[src/rtl/swan_core_param.sv]
// Iterative SWAN block cipher core: one half-round per clock, encrypt or decrypt per block,
// with a one-entry cache of the precomputed decryption key.
module swan_core_param #(
  parameter int unsigned BLOCK_SIZE = 64,
  parameter int unsigned KEY_SIZE   = 128,
  parameter int unsigned ROUNDS     = 32,
  parameter int unsigned PD         = 24,
  parameter logic [31:0] DELTA0     = 32'h9e3779b9
) (
  input  logic                  clk,
  input  logic                  rst,
  input  logic                  in_valid,
  output logic                  in_ready,
  input  logic                  mode,
  input  logic [BLOCK_SIZE-1:0] inp,
  input  logic [KEY_SIZE-1:0]   key,
  output logic                  out_valid,
  input  logic                  out_ready,
  output logic [BLOCK_SIZE-1:0] out,
  output logic                  busy
);
  localparam int unsigned SIDE_SIZE   = BLOCK_SIZE / 2;
  localparam int unsigned HALF_ROUNDS = 2 * ROUNDS;
  localparam int unsigned HR_W        = $clog2(HALF_ROUNDS);
  localparam logic [HR_W-1:0]      HR_LAST = HR_W'(HALF_ROUNDS - 1);
  localparam logic [SIDE_SIZE-1:0] DELTA   = SIDE_SIZE'(DELTA0);

  localparam logic [1:0] IDLE    = 2'd0;
  localparam logic [1:0] PRECOMP = 2'd1;
  localparam logic [1:0] RUN     = 2'd2;
  localparam logic [1:0] DONE    = 2'd3;

  function automatic logic [3:0] sbox(input logic [3:0] x);
    sbox = 4'h0;
    case (x)
      4'h0: sbox = 4'hc;  4'h1: sbox = 4'h5;  4'h2: sbox = 4'h6;  4'h3: sbox = 4'hb;
      4'h4: sbox = 4'h9;  4'h5: sbox = 4'h0;  4'h6: sbox = 4'ha;  4'h7: sbox = 4'hd;
      4'h8: sbox = 4'h3;  4'h9: sbox = 4'he;  4'ha: sbox = 4'hf;  4'hb: sbox = 4'h8;
      4'hc: sbox = 4'h4;  4'hd: sbox = 4'h7;  4'he: sbox = 4'h1;  4'hf: sbox = 4'h2;
      default: sbox = 4'h0;
    endcase
  endfunction

  function automatic logic [SIDE_SIZE-1:0] rotl_s(input logic [SIDE_SIZE-1:0] x,
                                                   input int unsigned n);
    return (x << n) | (x >> (SIDE_SIZE - n));
  endfunction

  function automatic logic [SIDE_SIZE-1:0] vartheta(input logic [SIDE_SIZE-1:0] x);
    return x ^ rotl_s(x, 2) ^ rotl_s(x, 7);
  endfunction

  function automatic logic [SIDE_SIZE-1:0] beta_table(input logic [SIDE_SIZE-1:0] x);
    logic [SIDE_SIZE-1:0] y;
    y = '0;
    for (int unsigned i = 0; i < SIDE_SIZE / 4; i++) y[4*i +: 4] = sbox(x[4*i +: 4]);
    return y;
  endfunction

  function automatic logic [SIDE_SIZE-1:0] rho(input logic [SIDE_SIZE-1:0] x);
    return rotl_s(x, 1) ^ rotl_s(x, 8);
  endfunction

  function automatic logic [SIDE_SIZE-1:0] f_round(input logic [SIDE_SIZE-1:0] x,
                                                    input logic [SIDE_SIZE-1:0] sk);
    return rho(vartheta(beta_table(vartheta(x) ^ sk)));
  endfunction

  logic [1:0]            state, state_nxt;
  logic [SIDE_SIZE-1:0]  l, r, rd;
  logic [KEY_SIZE-1:0]   key_w;
  logic [HR_W-1:0]       hr;
  logic                  mode_q;
  logic                  cache_valid;
  logic [KEY_SIZE-1:0]   cached_key, cached_pkey;
  logic [SIDE_SIZE-1:0]  cached_rd;

  logic                  cache_hit;
  logic [SIDE_SIZE-1:0]  enc_rd, dec_rd, rd_nxt, sk, f_out, l_nxt, r_nxt;
  logic [KEY_SIZE-1:0]   enc_key, dec_key, key_nxt;
  logic                  upd_r;

  assign cache_hit = cache_valid && (key == cached_key);

  // Forward key-schedule step and its exact inverse; decrypt walks the schedule backwards
  always_comb begin
    enc_rd = rd + DELTA;
    enc_key = (key_w >> PD) | (key_w << (KEY_SIZE - PD));
    enc_key[SIDE_SIZE-1:0] = enc_key[SIDE_SIZE-1:0] + enc_rd;
    dec_rd = rd - DELTA;
    dec_key = key_w;
    dec_key[SIDE_SIZE-1:0] = dec_key[SIDE_SIZE-1:0] - rd;
    dec_key = (dec_key << PD) | (dec_key >> (KEY_SIZE - PD));
    sk = mode_q ? dec_key[SIDE_SIZE-1:0] : key_w[SIDE_SIZE-1:0];
    key_nxt = mode_q ? dec_key : enc_key;
    rd_nxt = mode_q ? dec_rd : enc_rd;
    upd_r = hr[0] ^ mode_q;
    f_out = f_round(upd_r ? l : r, sk);
    l_nxt = upd_r ? l : (l ^ f_out);
    r_nxt = upd_r ? (r ^ f_out) : r;
  end

  always_ff @(posedge clk) begin
    if (rst) state <= IDLE;
    else     state <= state_nxt;
  end

  always_comb begin
    state_nxt = state;
    case (state)
      IDLE:    if (in_valid) state_nxt = (mode && !cache_hit) ? PRECOMP : RUN;
      PRECOMP: if (hr == '0) state_nxt = RUN;
      RUN:     if (hr == '0) state_nxt = DONE;
      DONE:    if (out_ready) state_nxt = IDLE;
      default: state_nxt = IDLE;
    endcase
  end

  always_ff @(posedge clk) begin
    if (rst) begin
      in_ready    <= 1'b1;
      out_valid   <= 1'b0;
      busy        <= 1'b0;
      out         <= '0;
      l           <= '0;
      r           <= '0;
      rd          <= '0;
      key_w       <= '0;
      hr          <= '0;
      mode_q      <= 1'b0;
      cache_valid <= 1'b0;
      cached_key  <= '0;
      cached_pkey <= '0;
      cached_rd   <= '0;
    end else begin
      in_ready  <= (state_nxt == IDLE);
      out_valid <= (state_nxt == DONE);
      busy      <= (state_nxt == PRECOMP) || (state_nxt == RUN);
      case (state)
        IDLE: if (in_valid) begin
          l      <= inp[SIDE_SIZE-1:0];
          r      <= inp[BLOCK_SIZE-1:SIDE_SIZE];
          mode_q <= mode;
          hr     <= HR_LAST;
          if (mode && cache_hit) begin
            key_w <= cached_pkey;
            rd    <= cached_rd;
          end else begin
            key_w <= key;
            rd    <= '0;
          end
          if (mode && !cache_hit) begin
            cache_valid <= 1'b0;
            cached_key  <= key;
          end
        end
        PRECOMP: begin
          key_w <= enc_key;
          rd    <= enc_rd;
          if (hr == '0) begin
            hr          <= HR_LAST;
            cached_pkey <= enc_key;
            cached_rd   <= enc_rd;
            cache_valid <= 1'b1;
          end else begin
            hr <= hr - 1'b1;
          end
        end
        RUN: begin
          key_w <= key_nxt;
          rd    <= rd_nxt;
          l     <= l_nxt;
          r     <= r_nxt;
          if (hr == '0) out <= {r_nxt, l_nxt};
          else          hr  <= hr - 1'b1;
        end
        default: ;
      endcase
    end
  end
endmodule

[config.mk]
export PLATFORM = sky130hd
export DESIGN_NAME = swan_core_param
export DESIGN_NICKNAME = d
export VERILOG_FILES = /design/src/rtl/swan_core_param.sv
export SDC_FILE = /design/constraint.sdc
export NUM_CORES = 2
export LEC_CHECK = 0
export CAP_MARGIN = 10
export CORE_ASPECT_RATIO = 1.75
export CORE_MARGIN = 2
export CORE_UTILIZATION = 60
export CTS_CLUSTER_SIZE = 8
export DETAILED_ROUTE_END_ITERATION = 8
export GPL_TIMING_DRIVEN = 0
export PLACE_DENSITY = 0.85
export SYNTH_ARGS = -nofsm -noshare
export SYNTH_HDL_FRONTEND = slang
export SYNTH_SLANG_ARGS = --single-unit
[constraint.sdc]
create_clock -name clk -period 7 [get_ports clk]
set_input_delay 1.05 -clock clk [delete_from_list [all_inputs] [get_ports clk]]
set_output_delay 1.05 -clock clk [all_outputs]
set_load 0.05 [all_outputs]
==> qor.yml, run 1 <==
clock_tree:
  holdBufCountCts: 0
  cts_setup_buffers: 0
  cts_sinks: 589
  cts_root_buffer: "clkbuf_16"
  cts_max_level: 3
  cts-buffers-inserted: 83
  cts_max_path_buffers: 3
  cts_resized: 0
floorplanning:
  die_x_um: 193
  start_util_pct: 60.6
  io_pins: 264
  die_y_um: 336
  rows: 121
placement:
  gp_congestion: 1.22
  port_buffers: 263
  hpwl_mm: 160
logic_synthesis:
  ys_seq_elements: 589
  synth_area_sq_um: 37700
  yosysUniqueCellTypes: 92
  yosysWarnings: 0
  synth_top_area_share_pct: 31.3
  synthTopCellsByArea: "dfxtp_1 (31%), nand2_1 (11%), a21oi_1 (7.6%), xnor2_1 (7.2%), xor2_1 (3.9%)"
  synth_edf_count: 0
  syn-num-nets: 5279
  yosysTopAreaCell: "dfxtp_1"
  ys.flop_type: "dfxtp_1"
  avgSynthCellArea_sq_um: 7.59
  async_reset_ff_share_pct: 0
  seq_area_frac_synth_pct: 31.3
  syn_inst: 4967
global_route:
  grt_use_total_pct: 76.2
  grt_max_degree: 13
  gr-total-overflow: 978
  grt_pass1_vias: 47500
  grt_pass1_wl_mm: 380
outcome:
  status: "stopped before the end"
  error: "[ERROR GRT-0116] Global routing finished with congestion. Check the congestion regions in the DRC Viewer."
  failed_stage: "global routing"
-- cells in the mapped netlist (26+ instances only) --
| library cell | instances |
|---|---|
| o211ai_1 | 28 |
| mux2i_1 | 88 |
| nand3_1 | 33 |
| a211oi_1 | 110 |
| xnor2_1 | 308 |
| and3_1 | 26 |
| a311o_1 | 86 |
| clkbuf_1 | 380 |
| xor2_1 | 166 |
| a31oi_1 | 59 |
| inv_1 | 148 |
| a21oi_1 | 573 |
| dfxtp_1 | 589 |
| nor4_1 | 43 |
| nor2_1 | 265 |
| a21o_1 | 44 |
| ha_1 | 113 |
| nand4_1 | 31 |
| nand2_1 | 1086 |
| nor2b_1 | 58 |
| a221oi_1 | 121 |
| o22ai_1 | 29 |
| o21ai_0 | 108 |
| nor3_1 | 69 |
-- metal layers --
layer / overflow / global-route usage (%)
met5: 4 / 18.2
met4: 309 / 79.7
met3: 11 / 56.1
met2: 651 / 97.6
met1: 3 / 74.5
-- stage by stage --
stage	cells	area (sq um)	hold slack [ns]	util, %	worst slack (ns)
after floorplan	4967	37700	0.431	-	2.13
after global placement	6029	41300	0.437	66.4	-0.135
after detailed placement	6032	41300	0.447	66.4	0.179
after CTS	6125	43500	0.453	70.0	0.715
-- logic make-up after synthesis --
group                    share of synthesized area (%)
AND/OR/NAND/NOR                                   19.2
AO/OA/AOI/OAI                                     23.8
flip-flops                                        31.3
buffers and inverters                             5.96
XOR/XNOR                                          11.9
multiplexers                                      4.04
adder cells (fa/ha/maj)                           3.86
==> inputs of run 2 (changes only) <==
- CORE_ASPECT_RATIO: 1.75 -> not set
- CORE_UTILIZATION: 60 -> 40
- CTS_CLUSTER_SIZE: 8 -> not set
- PLACE_DENSITY: 0.85 -> not set
- PLACE_DENSITY_LB_ADDON: not set -> 0.15
==> qor.yml, run 2 <==
global_route:
  grt_max_degree: 13
  grt_use_total_pct: 40.7
  grt_pass1_vias: 37400
  antenna_found_initial: 2
  grt_pass1_wl_mm: 282
  gr-total-overflow: 0
setup_path:
  reg2reg_depth: 23
  required_ns: 7.56
  critPathLaunch: "rd[0]$_SDFFE_PP0P_"
  crit_type: "reg -> reg"
  reg2reg_to: "key_w[28]$_SDFFE_PP0P_"
  r2r_start: "rd[0]$_SDFFE_PP0P_"
  crit_arrival_ns: 7.09
  startpoint_type: "flip-flop"
  cp-end-kind: "flip-flop"
  path_max_fanout: 9
  cp-endpoint: "key_w[28]$_SDFFE_PP0P_"
  ff2ff_setup_slack_ns: 0.47
floorplanning:
  die_x_um: 311  # was 193 um
  dieArea_sq_um: 96700
  die_y_um: 311  # was 336 um
  core_area_sq_um: 93300
  io_pins: 264  # unchanged
  rows: 112  # was 121
  start_util_pct: 40.4  # was 60.6%
clock_tree:
  clk_latency_ns: 0.69
  cts-buffers-inserted: 73  # was 83
  holdBufCountCts: 0  # unchanged
  cts_sinks: 589  # unchanged
  cts_tree: "done"
  cts_resized: 0  # unchanged
  cts_setup_buffers: 0  # unchanged
  clk_pin_slew_ns: 0.06
  cts_max_level: 3  # unchanged
  cts_root_buffer: "clkbuf_16"  # unchanged
  cts_max_path_buffers: 3  # unchanged
sta:
  finClkSkew_ns: 0.0360
  relSlewSlack_pct: 9.28
  setup_viol: 0
  tns_ns: 0
  rsz0062_at_grt: "false"
  final_max_slew_viol_count: 0
  fmax_mhz: 153
  period_minus_slack_ns: 6.53
  hold_viol_final: 0
  worst_pin_slew_ns: 1.36
  fin_crit_sh_pct: 93.3
final_layout:
  design_area_sq_um: 44400
  nNetsFinal: 5618
  syn_to_final_growth_pct: 17.8
  final_cells: 6618
  reg_top3: "cached_key (128), cached_pkey (128), key_w (128)"
  fillers: 9622
  drive_above_1_share_pct: 4.33
  most-common-layout-cells: "nand2_1 (1086), dfxtp_1 (589), a21oi_1 (573)"
  layout.cells.most_common: "nand2_1"
logic_synthesis:
  synth_top_area_share_pct: 31.3  # unchanged
  yosysUniqueCellTypes: 92  # unchanged
  ys_seq_elements: 589  # unchanged
  synth_compound_area_share_pct: 23.8  # unchanged
  ys.flop_type: "dfxtp_1"  # unchanged
  yosys.area_share.simple_pct: 19.2  # unchanged
  yosysWarnings: 0  # unchanged
  async_reset_ff_share_pct: 0  # unchanged
  avgSynthCellArea_sq_um: 7.59  # unchanged
  synth_top_family_by_area: "compound AO/OA/AOI/OAI gates"  # unchanged
  synthAdderAreaFrac_pct: 3.86  # unchanged
  yosysMostFrequentCell: "nand2_1"  # unchanged
  seq_area_frac_synth_pct: 31.3  # unchanged
  syn_inst: 4967  # unchanged
  syn-num-nets: 5279  # unchanged
  synth_edf_count: 0  # unchanged
  synthTopCellsByArea: "dfxtp_1 (31%), nand2_1 (11%), a21oi_1 (7.6%), xnor2_1 (7.2%), xor2_1 (3.9%)"  # unchanged
  yosysTopAreaCell: "dfxtp_1"  # unchanged
  synth_mux_area_share_pct: 4.04  # unchanged
  synthXorXnorAreaFrac_pct: 11.9  # unchanged
  synth_top_cells_by_count: "nand2_1 (1086), dfxtp_1 (589), a21oi_1 (573)"  # unchanged
  synth_area_sq_um: 37700  # unchanged
outcome:
  status: "finished, final reports clean"  # was stopped before the end
placement:
  dpl_cell_area_sq_um: 41900  # was 41300 sq um
  hpwl_mm: 164  # was 160 mm
  port_buffers: 263  # unchanged
  dp_cells: 6484  # was 6032
  gp_congestion: 1.04  # was 1.22
detailed_routing:
  vias: 40900
  drcViolationCount: 0
  wl_per_cell_um: 31.0
  drtAntennaViolNets: 0
  drt_iter0_markers: 5438
  drtPass1Iterations: 9
  viasPerCell: 6.18
  wirelength_mm: 205
run:
  cap_viol_max_count: 0
worst_hold_path:
  hold_path_class: "reg -> reg"
==> run 2: cell counts after synthesis <==
Identical to the previous run, type by type.
==> run 2: worst max-delay path, stage by stage, from the launching register on <==
cell	delay, ns
dfxtp_1	0.44
ha_1	0.36
a2111oi_2	0.65
o21ai_0	0.31
nand3_1	0.20
a31oi_1	0.24
o41ai_1	0.72
nand2_1	0.27
nand3_1	0.18
xnor2_1	0.17
inv_1	0.17
ha_1	0.38
and2_1	0.14
clkbuf_1	0.24
nand2_1	0.12
a21boi_0	0.18
nor2_1	0.07
nor2b_1	0.15
a21oi_1	0.06
and2_1	0.21
o311ai_1	0.57
a22oi_1	0.16
o21a_1	0.15
o41ai_1	0.25
==> run 2: kinds of logic after synthesis <==
logic type / Yosys count
AND/OR/NAND/NOR: 1702
AO/OA/AOI/OAI: 1362
flip-flops: 589
buffers and inverters: 577
XOR/XNOR: 495
multiplexers: 127
adder cells (fa/ha/maj): 115
==> run 2: how the worst min path moves through the flow <==
stage	start	depth (start not counted)	endpoint	slack, ns
final	cached_pkey[30]$_SDFFE_PP0P_	2	cached_pkey[30]$_SDFFE_PP0P_	0.45
after CTS	cached_pkey[30]$_SDFFE_PP0P_	2	cached_pkey[30]$_SDFFE_PP0P_	0.45
after detailed placement	cached_pkey[30]$_SDFFE_PP0P_	2	cached_pkey[30]$_SDFFE_PP0P_	0.44
after global routing	cached_pkey[108]$_SDFFE_PP0P_	2	cached_pkey[108]$_SDFFE_PP0P_	0.47
after global placement	cached_pkey[25]$_SDFFE_PP0P_	2	cached_pkey[25]$_SDFFE_PP0P_	0.44
after floorplan	cached_pkey[25]$_SDFFE_PP0P_	2	cached_pkey[25]$_SDFFE_PP0P_	0.43
==> run 2: layer usage <==
metal,up-vias,global-route usage [%],routed length (um)
met2,2465,61.6,86800
met1,19800,51.5,79600
li1,18100,-,-
met3,624,7.46,20400
met4,2,30.5,18400
met5,-,0,46
==> run 2: metrics by stage <==
stage | hold WS (ns) | util [%] | setup slack [ns]
after detailed placement | 0.443 | 44.9 | 0.172
after global routing | 0.472 | 47.6 | 0.141
after global placement | 0.437 | 44.9 | 0.152
after CTS | 0.452 | 47.6 | 0.464
after floorplan | 0.431 | - | 2.13
final | 0.454 | 47.6 | 0.468
==> run 2: area by class of cell <==
cell class	instances	area, sq um	share of cell area [%]
inverter	153	574	1.29
multi-input combinational	3801	23700	53.3
timing repair buffer	264	2650	5.96
buffer	424	1670	3.76
clock inverter	19	308	0.693
antenna	2	5.00	0.0113
tap	1254	1570	3.53
sequential	589	11800	26.6
clock buffer	112	2170	4.89
Power of run 2 is left out: the tool's default activity adds up to more than one toggle a clock period on the data nets, which glitch-free logic cannot reach.
